**config.mk**
```make
export PLATFORM = sky130hd
export DESIGN_NAME = ahb_sram_ctrl
export DESIGN_NICKNAME = d
export VERILOG_FILES = /design/src/rtl/ahb_pkg.sv /design/src/rtl/ahb_sram_lane_merge.sv /design/src/rtl/ahb_sram_ctrl.sv
export SDC_FILE = /design/constraint.sdc
export NUM_CORES = 1
export LEC_CHECK = 0
export CAP_MARGIN = 20
export CELL_PAD_IN_SITES_DETAIL_PLACEMENT = 0
export CELL_PAD_IN_SITES_GLOBAL_PLACEMENT = 2
export CORE_ASPECT_RATIO = 1.1
export CORE_UTILIZATION = 13
export CTS_CLUSTER_DIAMETER = 100
export DETAILED_ROUTE_END_ITERATION = 8
export HOLD_SLACK_MARGIN = 0.03
export PLACE_DENSITY = 0.95
export SLEW_MARGIN = 0
export SYNTH_ARGS = -nofsm -noshare
export SYNTH_HDL_FRONTEND = slang
export SYNTH_SLANG_ARGS = --single-unit
```
**constraint.sdc**
```tcl
create_clock -name HCLK -period 2.7 [get_ports HCLK]
set_input_delay 0.54 -clock HCLK [delete_from_list [all_inputs] [get_ports HCLK]]
set_output_delay 0.54 -clock HCLK [all_outputs]
set_load 0.01 [all_outputs]
```
**src/rtl/ahb_pkg.sv**
```systemverilog
// Shared AHB-lite constants and the subordinate data-phase state encoding.
// No logic, no latency.
// No flow control of its own.
package ahb_pkg;

   localparam logic [1:0] HTRANS_IDLE   = 2'd0;
   localparam logic [1:0] HTRANS_BUSY   = 2'd1;
   localparam logic [1:0] HTRANS_NONSEQ = 2'd2;
   localparam logic [1:0] HTRANS_SEQ    = 2'd3;

   localparam logic [2:0] HSIZE_BYTE = 3'd0;
   localparam logic [2:0] HSIZE_HALF = 3'd1;
   localparam logic [2:0] HSIZE_WORD = 3'd2;

   localparam logic HRESP_OKAY  = 1'b0;
   localparam logic HRESP_ERROR = 1'b1;

   // IDLE: no data phase, DATA: legal transfer, ERR1/ERR2: two-cycle error response
   typedef enum logic [1:0] {
      ST_IDLE = 2'd0,
      ST_DATA = 2'd1,
      ST_ERR1 = 2'd2,
      ST_ERR2 = 2'd3
   } state_t;

endpackage

```
**src/rtl/ahb_sram_lane_merge.sv**
```systemverilog
// Byte-lane mask from HSIZE/HADDR[1:0], and write-word merge of new and old lanes.
// Combinational, zero latency.
// No flow control; the caller decides when the merged word is used.
module ahb_sram_lane_merge
   import ahb_pkg::*;
(
   input  logic [1:0]  i_hsize,
   input  logic [1:0]  i_addr,
   output logic [3:0]  o_mask,
   input  logic [3:0]  i_dph_mask,
   input  logic [31:0] i_wdata,
   input  logic [31:0] i_rdata,
   output logic [31:0] o_data
);

   logic [31:0] w_bitmask;

   // Address-phase lane mask, little-endian: byte 0 lives in bits [7:0]
   always_comb begin
      o_mask = 4'hF;
      case (i_hsize)
         HSIZE_BYTE[1:0]: o_mask = 4'b0001 << i_addr;
         HSIZE_HALF[1:0]: o_mask = i_addr[1] ? 4'b1100 : 4'b0011;
         default:         o_mask = 4'hF;
      endcase
   end

   // Expand the registered lane mask to bits and keep the old word's unselected lanes
   always_comb begin
      w_bitmask = '0;
      for (int b = 0; b < 4; b++) begin
         w_bitmask[8*b +: 8] = {8{i_dph_mask[b]}};
      end
      o_data = (i_wdata & w_bitmask) | (i_rdata & ~w_bitmask);
   end

endmodule

```
**src/rtl/ahb_sram_ctrl.sv**
```systemverilog
// AHB-lite subordinate in front of one sram_1024x32: zero-wait reads/writes, subword writes merged in-cycle.
// Read data one cycle after the address phase; writes land at the end of the data phase.
// HREADYOUT only drops in the first cycle of the two-cycle ERROR response.
module ahb_sram_ctrl
   import ahb_pkg::*;
#(
   parameter int AW = 10,
   parameter int DW = 32
) (
   input  logic          HCLK,
   input  logic          HRESETn,
   input  logic          HSEL,
   input  logic [31:0]   HADDR,
   input  logic [1:0]    HTRANS,
   input  logic          HWRITE,
   input  logic [2:0]    HSIZE,
   input  logic [DW-1:0] HWDATA,
   input  logic          HREADY,
   output logic          HREADYOUT,
   output logic          HRESP,
   output logic [DW-1:0] HRDATA,
   output logic [AW-1:0] sram_addr,
   output logic [DW-1:0] sram_data,
   output logic          sram_wren,
   input  logic [DW-1:0] sram_q
);

   state_t        r_state;
   state_t        w_state_nxt;
   logic [AW-1:0] r_dph_addr;
   logic          r_dph_write;
   logic [3:0]    r_dph_mask;
   logic          w_accept;
   logic          w_legal;
   logic [3:0]    w_mask;
   logic          w_unused_bits;

   assign w_accept = HSEL & HREADY & HTRANS[1];

   // Upper address bits alias by design; HTRANS[0] only distinguishes SEQ from NONSEQ
   assign w_unused_bits = ^{HTRANS[0], HADDR[31:AW+2]};

   // Reject oversized transfers and misaligned word/halfword accesses
   always_comb begin
      w_legal = 1'b1;
      if (HSIZE > HSIZE_WORD) begin
         w_legal = 1'b0;
      end else if (HSIZE == HSIZE_WORD && HADDR[1:0] != 2'b00) begin
         w_legal = 1'b0;
      end else if (HSIZE == HSIZE_HALF && HADDR[0]) begin
         w_legal = 1'b0;
      end
   end

   // Hold the data-phase address while the bus stalls so the SRAM's registered address stays put
   assign sram_addr = HREADY ? HADDR[AW+1:2] : r_dph_addr;

   ahb_sram_lane_merge u_lane_merge (
      .i_hsize    (HSIZE[1:0]),
      .i_addr     (HADDR[1:0]),
      .o_mask     (w_mask),
      .i_dph_mask (r_dph_mask),
      .i_wdata    (HWDATA),
      .i_rdata    (sram_q),
      .o_data     (sram_data)
   );

   // State register
   always_ff @(posedge HCLK or negedge HRESETn) begin
      if (!HRESETn) begin
         r_state <= ST_IDLE;
      end else begin
         r_state <= w_state_nxt;
      end
   end

   // Data-phase context captured on every accepted transfer
   always_ff @(posedge HCLK or negedge HRESETn) begin
      if (!HRESETn) begin
         r_dph_addr  <= '0;
         r_dph_write <= 1'b0;
         r_dph_mask  <= 4'h0;
      end else if (w_accept) begin
         r_dph_addr  <= HADDR[AW+1:2];
         r_dph_write <= HWRITE;
         r_dph_mask  <= w_mask;
      end
   end

   // Next state and data-phase outputs; ERR1 never sees an accept because HREADY is low there
   always_comb begin
      w_state_nxt = ST_IDLE;
      HREADYOUT   = 1'b1;
      HRESP       = HRESP_OKAY;
      sram_wren   = 1'b0;
      HRDATA      = '0;
      case (r_state)
         ST_ERR1: begin
            HREADYOUT = 1'b0;
            HRESP     = HRESP_ERROR;
         end
         ST_ERR2: begin
            HRESP = HRESP_ERROR;
         end
         ST_DATA: begin
            if (r_dph_write) begin
               sram_wren = 1'b1;
            end else begin
               HRDATA = sram_q;
            end
         end
         default: begin
         end
      endcase
      if (r_state == ST_ERR1) begin
         w_state_nxt = ST_ERR2;
      end else if (w_accept) begin
         w_state_nxt = w_legal ? ST_DATA : ST_ERR1;
      end
   end

endmodule

```
==> run_summary.xml <==
<?xml version="1.0" encoding="UTF-8"?>
<metrics>
  <group name="outcome">
    <metric name="status" unit="">finished clean</metric>
  </group>
  <group name="critical_path">
    <metric name="critical_path_class" unit="">primary input to output pin</metric>
    <metric name="register_to_register_setup_slack" unit="ps">1830</metric>
    <metric name="worstPathArrival" unit="ps">2000</metric>
    <metric name="required_time_worst_endpoint" unit="ps">2160</metric>
    <metric name="critical_path.endpoint_type" unit="">output pin</metric>
    <metric name="reg2reg_to" unit="">r_dph_mask[0]$_DFFE_PN0N_</metric>
    <metric name="worst_r2r_startpoint" unit="">r_dph_mask[0]$_DFFE_PN0N_</metric>
    <metric name="cp-start-kind" unit="">primary input</metric>
    <metric name="crit_path_max_fanout" unit="">11</metric>
    <metric name="reg2regPathDepth" unit="">2</metric>
  </group>
  <group name="clock_tree">
    <metric name="htreeDepth" unit="">1</metric>
    <metric name="cts_tree" unit="">done</metric>
    <metric name="clkSinkCount" unit="">17</metric>
    <metric name="ctsLongestPathBuffers" unit="">2</metric>
    <metric name="cts_root_buffer" unit="">sky130_fd_sc_hd__clkbuf_16</metric>
    <metric name="clkTransAtPathRegs" unit="ps">50</metric>
    <metric name="clock_latency" unit="ps">250</metric>
    <metric name="hold_buffers" unit="">0</metric>
    <metric name="post-cts-setup-buffer-count" unit="">0</metric>
    <metric name="cts_repair_resize_count" unit="">0</metric>
    <metric name="cts_made_buffers" unit="">3</metric>
  </group>
  <group name="power">
    <metric name="combinationalPowerShare" unit="">0.569</metric>
    <metric name="vdd.ir_drop.worst" unit="mV">0.297</metric>
    <metric name="design_power_total" unit="mW">1.58</metric>
    <metric name="power_leakage" unit="nW">1.29</metric>
    <metric name="seq_power_share" unit="">0.243</metric>
    <metric name="power.switching" unit="mW">0.468</metric>
    <metric name="clockPowerShare" unit="">0.188</metric>
    <metric name="netSwitchingFraction" unit="">0.297</metric>
    <metric name="internal-power" unit="mW">1.11</metric>
    <metric name="pwr_density_cell" unit="nW/um^2">476</metric>
  </group>
  <group name="logic_synthesis">
    <metric name="synth-seq-area-share" unit="">0.290</metric>
    <metric name="synth.cells.most_frequent" unit="">sky130_fd_sc_hd__mux2_2 (43), sky130_fd_sc_hd__and2_1 (32), sky130_fd_sc_hd__dfrtp_1 (17)</metric>
    <metric name="synth_area_per_cell" unit="um^2">10.7</metric>
    <metric name="count_of_flip_flops_with_a_built_in_enable_after_synthesis" unit="">0</metric>
    <metric name="synth_ff_type" unit="">sky130_fd_sc_hd__dfrtp_1</metric>
    <metric name="yosysMostFrequentCell" unit="">sky130_fd_sc_hd__mux2_2</metric>
    <metric name="post_synth_num_cell_types" unit="">21</metric>
    <metric name="synth_largest_type_area_fraction" unit="">0.330</metric>
    <metric name="post_synthesis_net_count" unit="">243</metric>
    <metric name="synthArstFlopShare" unit="">1.00</metric>
    <metric name="yosys.area.top_type" unit="">sky130_fd_sc_hd__mux2_2</metric>
    <metric name="syn-instance-count" unit="">137</metric>
    <metric name="netlist_area_before_placement" unit="um^2">1470</metric>
    <metric name="yosys_register_bits" unit="">17</metric>
    <metric name="yosys_warnings" unit="">0</metric>
    <metric name="netlist_top_cells_area" unit="">sky130_fd_sc_hd__mux2_2 (33%), sky130_fd_sc_hd__dfrtp_1 (29%), sky130_fd_sc_hd__and2_1 (14%)</metric>
  </group>
  <group name="sta">
    <metric name="fmaxAchievable" unit="MHz">394</metric>
    <metric name="final_period_minus_worst_setup_slack" unit="ps">2540</metric>
    <metric name="final-max-slew-violation-count" unit="">0</metric>
    <metric name="post-route-period-util" unit="">0.940</metric>
    <metric name="timing_hold_violations_final" unit="">0</metric>
    <metric name="unrepaired_setup_endpoints_after_global_routing" unit="">false</metric>
    <metric name="whs" unit="ps">506</metric>
    <metric name="fin_skew" unit="ps">0.0640</metric>
    <metric name="maxSlewHeadroom" unit="">0.481</metric>
    <metric name="setup-tns-final" unit="ps">0</metric>
    <metric name="setup-violations-final" unit="">0</metric>
    <metric name="timing_worst_slew_pin_value" unit="ps">776</metric>
  </group>
  <group name="finish">
    <metric name="layout-drive-gt1-share" unit="">0.214</metric>
    <metric name="filler_cell_count" unit="">1137</metric>
    <metric name="insertedDiodeCount" unit="">0</metric>
    <metric name="final_net_count" unit="">401</metric>
    <metric name="sequential_cell_area" unit="um^2">425</metric>
    <metric name="final_design_area_no_fill" unit="um^2">3320</metric>
    <metric name="synthToLayoutAreaGrowth" unit="%">126</metric>
    <metric name="multi_input_comb_area" unit="um^2">976</metric>
  </group>
  <group name="drt">
    <metric name="routed_wire_length_per_instance" unit="um">11.8</metric>
    <metric name="drt_first_pass_iters" unit="">4</metric>
    <metric name="vias_per_cell" unit="">3.70</metric>
    <metric name="detailed_route_drc_error_count" unit="">0</metric>
    <metric name="detail_route.wirelength" unit="mm">5.22</metric>
    <metric name="drtAntennaViolNets" unit="">0</metric>
    <metric name="drt-initial-drc-count" unit="">4</metric>
    <metric name="route.vias.total" unit="">1632</metric>
  </group>
  <group name="min_path">
    <metric name="hold_depth" unit="">1</metric>
    <metric name="hold_path_start" unit="">r_dph_addr[8]$_DFFE_PN0N_</metric>
    <metric name="hold_path.class" unit="">flip-flop to flip-flop</metric>
    <metric name="hold_end" unit="">r_dph_addr[8]$_DFFE_PN0N_</metric>
  </group>
  <group name="global_routing">
    <metric name="grt_remaining_overflow" unit="">0</metric>
    <metric name="grt_pass1_wl" unit="mm">7.43</metric>
    <metric name="groute.usage.overall" unit="">0.0809</metric>
    <metric name="grt_start_max_net_pins" unit="">22</metric>
    <metric name="number_of_global_route_vias_before_repair" unit="">1557</metric>
    <metric name="grt_antenna_before_repair" unit="">0</metric>
  </group>
  <group name="floorplan">
    <metric name="effective_utilization_at_floorplan" unit="">0.134</metric>
    <metric name="std_cell_rows" unit="">40</metric>
    <metric name="core-area" unit="um^2">11000</metric>
    <metric name="die_width" unit="um">103</metric>
    <metric name="die_h" unit="um">113</metric>
    <metric name="design.portCount" unit="">183</metric>
    <metric name="die_area" unit="um^2">11700</metric>
  </group>
  <group name="run">
    <metric name="total_of_max_cap_violations" unit="">0</metric>
  </group>
  <group name="place">
    <metric name="numPortBuffers" unit="">161</metric>
    <metric name="placement_stage_cell_area" unit="um^2">3240</metric>
    <metric name="gpl.final_weighted_congestion" unit="">0.641</metric>
    <metric name="detailedPlacementHpwl" unit="mm">4.37</metric>
  </group>
</metrics>
==> metal layers <==
layer	track usage	vias to the layer above	routed length (um)
met4	0.0225	0	52
li1	-	798	-
met3	0.0173	5	518
met5	0	-	0
met2	0.153	94	2620
met1	0.0889	735	2030
==> placed cells by master, fill, tap and decap left out, drive strengths merged <==
cell | netlist | layout
clkbuf | 4 | 3
buf | 7 | 3
o21ai | 5 | 5
mux2 | 53 | 53
a21oi | 4 | 4
nor3b | 1 | 1
nand2b | 2 | 2
o31ai | 1 | 1
clkdlybuf4s50 | 0 | 161
or2 | 1 | 1
nor2 | 1 | 1
and3b | 1 | 1
nand3 | 1 | 1
clkinv | 0 | 1
dfrtp | 17 | 17
and2 | 32 | 32
nand2 | 4 | 4
a211oi | 1 | 1
inv | 1 | 1
nor4 | 1 | 1
==> power groups by stage <==
stage	Sequential (mW)	Clock [mW]	Combinational, mW
floorplan	0.341	0	0.419
global placement	0.388	0	0.903
detailed placement	0.389	0	0.912
CTS	0.388	0.303	0.916
global route	0.397	0.306	0.964
finish	0.383	0.297	0.897
==> cell type report <==
| type | instances | area share |
|---|---|---|
| clock inverter | 1 | 0.00151 |
| clock buffer | 3 | 0.0226 |
| inverter | 1 | 0.00113 |
| multi-input combinational | 108 | 0.294 |
| tap | 147 | 0.0555 |
| sequential | 17 | 0.128 |
| timing repair buffer | 164 | 0.497 |
==> state kept, by name, indices dropped and copies added (netlist names) <==
register,cells
r_dph_mask,4
r_dph_addr,10
r_dph_write,1
r_state,2
==> worst max-delay path by stage <==
| stage | from | end | slack (ps) | cells past startpoint |
|---|---|---|---|---|
| floorplan | HREADY | sram_addr[0] | 1060 | 2 |
| finish | HREADY | sram_addr[9] | 160 | 4 |
| global placement | HREADY | sram_addr[0] | 160 | 4 |
| detailed placement | HREADY | sram_addr[8] | 150 | 4 |
| CTS | HREADY | sram_addr[8] | 150 | 4 |
| global route | HREADY | sram_addr[9] | 100 | 4 |
==> per-stage QoR <==
stage | util | setup WS (ps) | cells
global route | 0.303 | 105 | 441
finish | 0.303 | 161 | 441
floorplan | - | 1060 | 137
CTS | 0.303 | 150 | 441
detailed placement | 0.295 | 155 | 437
global placement | 0.295 | 162 | 437
==> worst max-delay path, stage by stage <==
cell,delay (ps)
sky130_fd_sc_hd__clkdlybuf4s50_1,500
sky130_fd_sc_hd__buf_12,140
sky130_fd_sc_hd__mux2_2,330
sky130_fd_sc_hd__clkdlybuf4s50_1,490
==> kinds of logic after synthesis <==
| kind of cell | Yosys count | share of synthesized area |
|---|---|---|
| DFF | 17 | 0.290 |
| muxes | 53 | 0.433 |
| and+or+nand+nor | 44 | 0.192 |
| AOI/OAI and AO/OA | 11 | 0.0410 |
| buffers and inverters | 12 | 0.0435 |
Power figures use the tool's default switching activity.
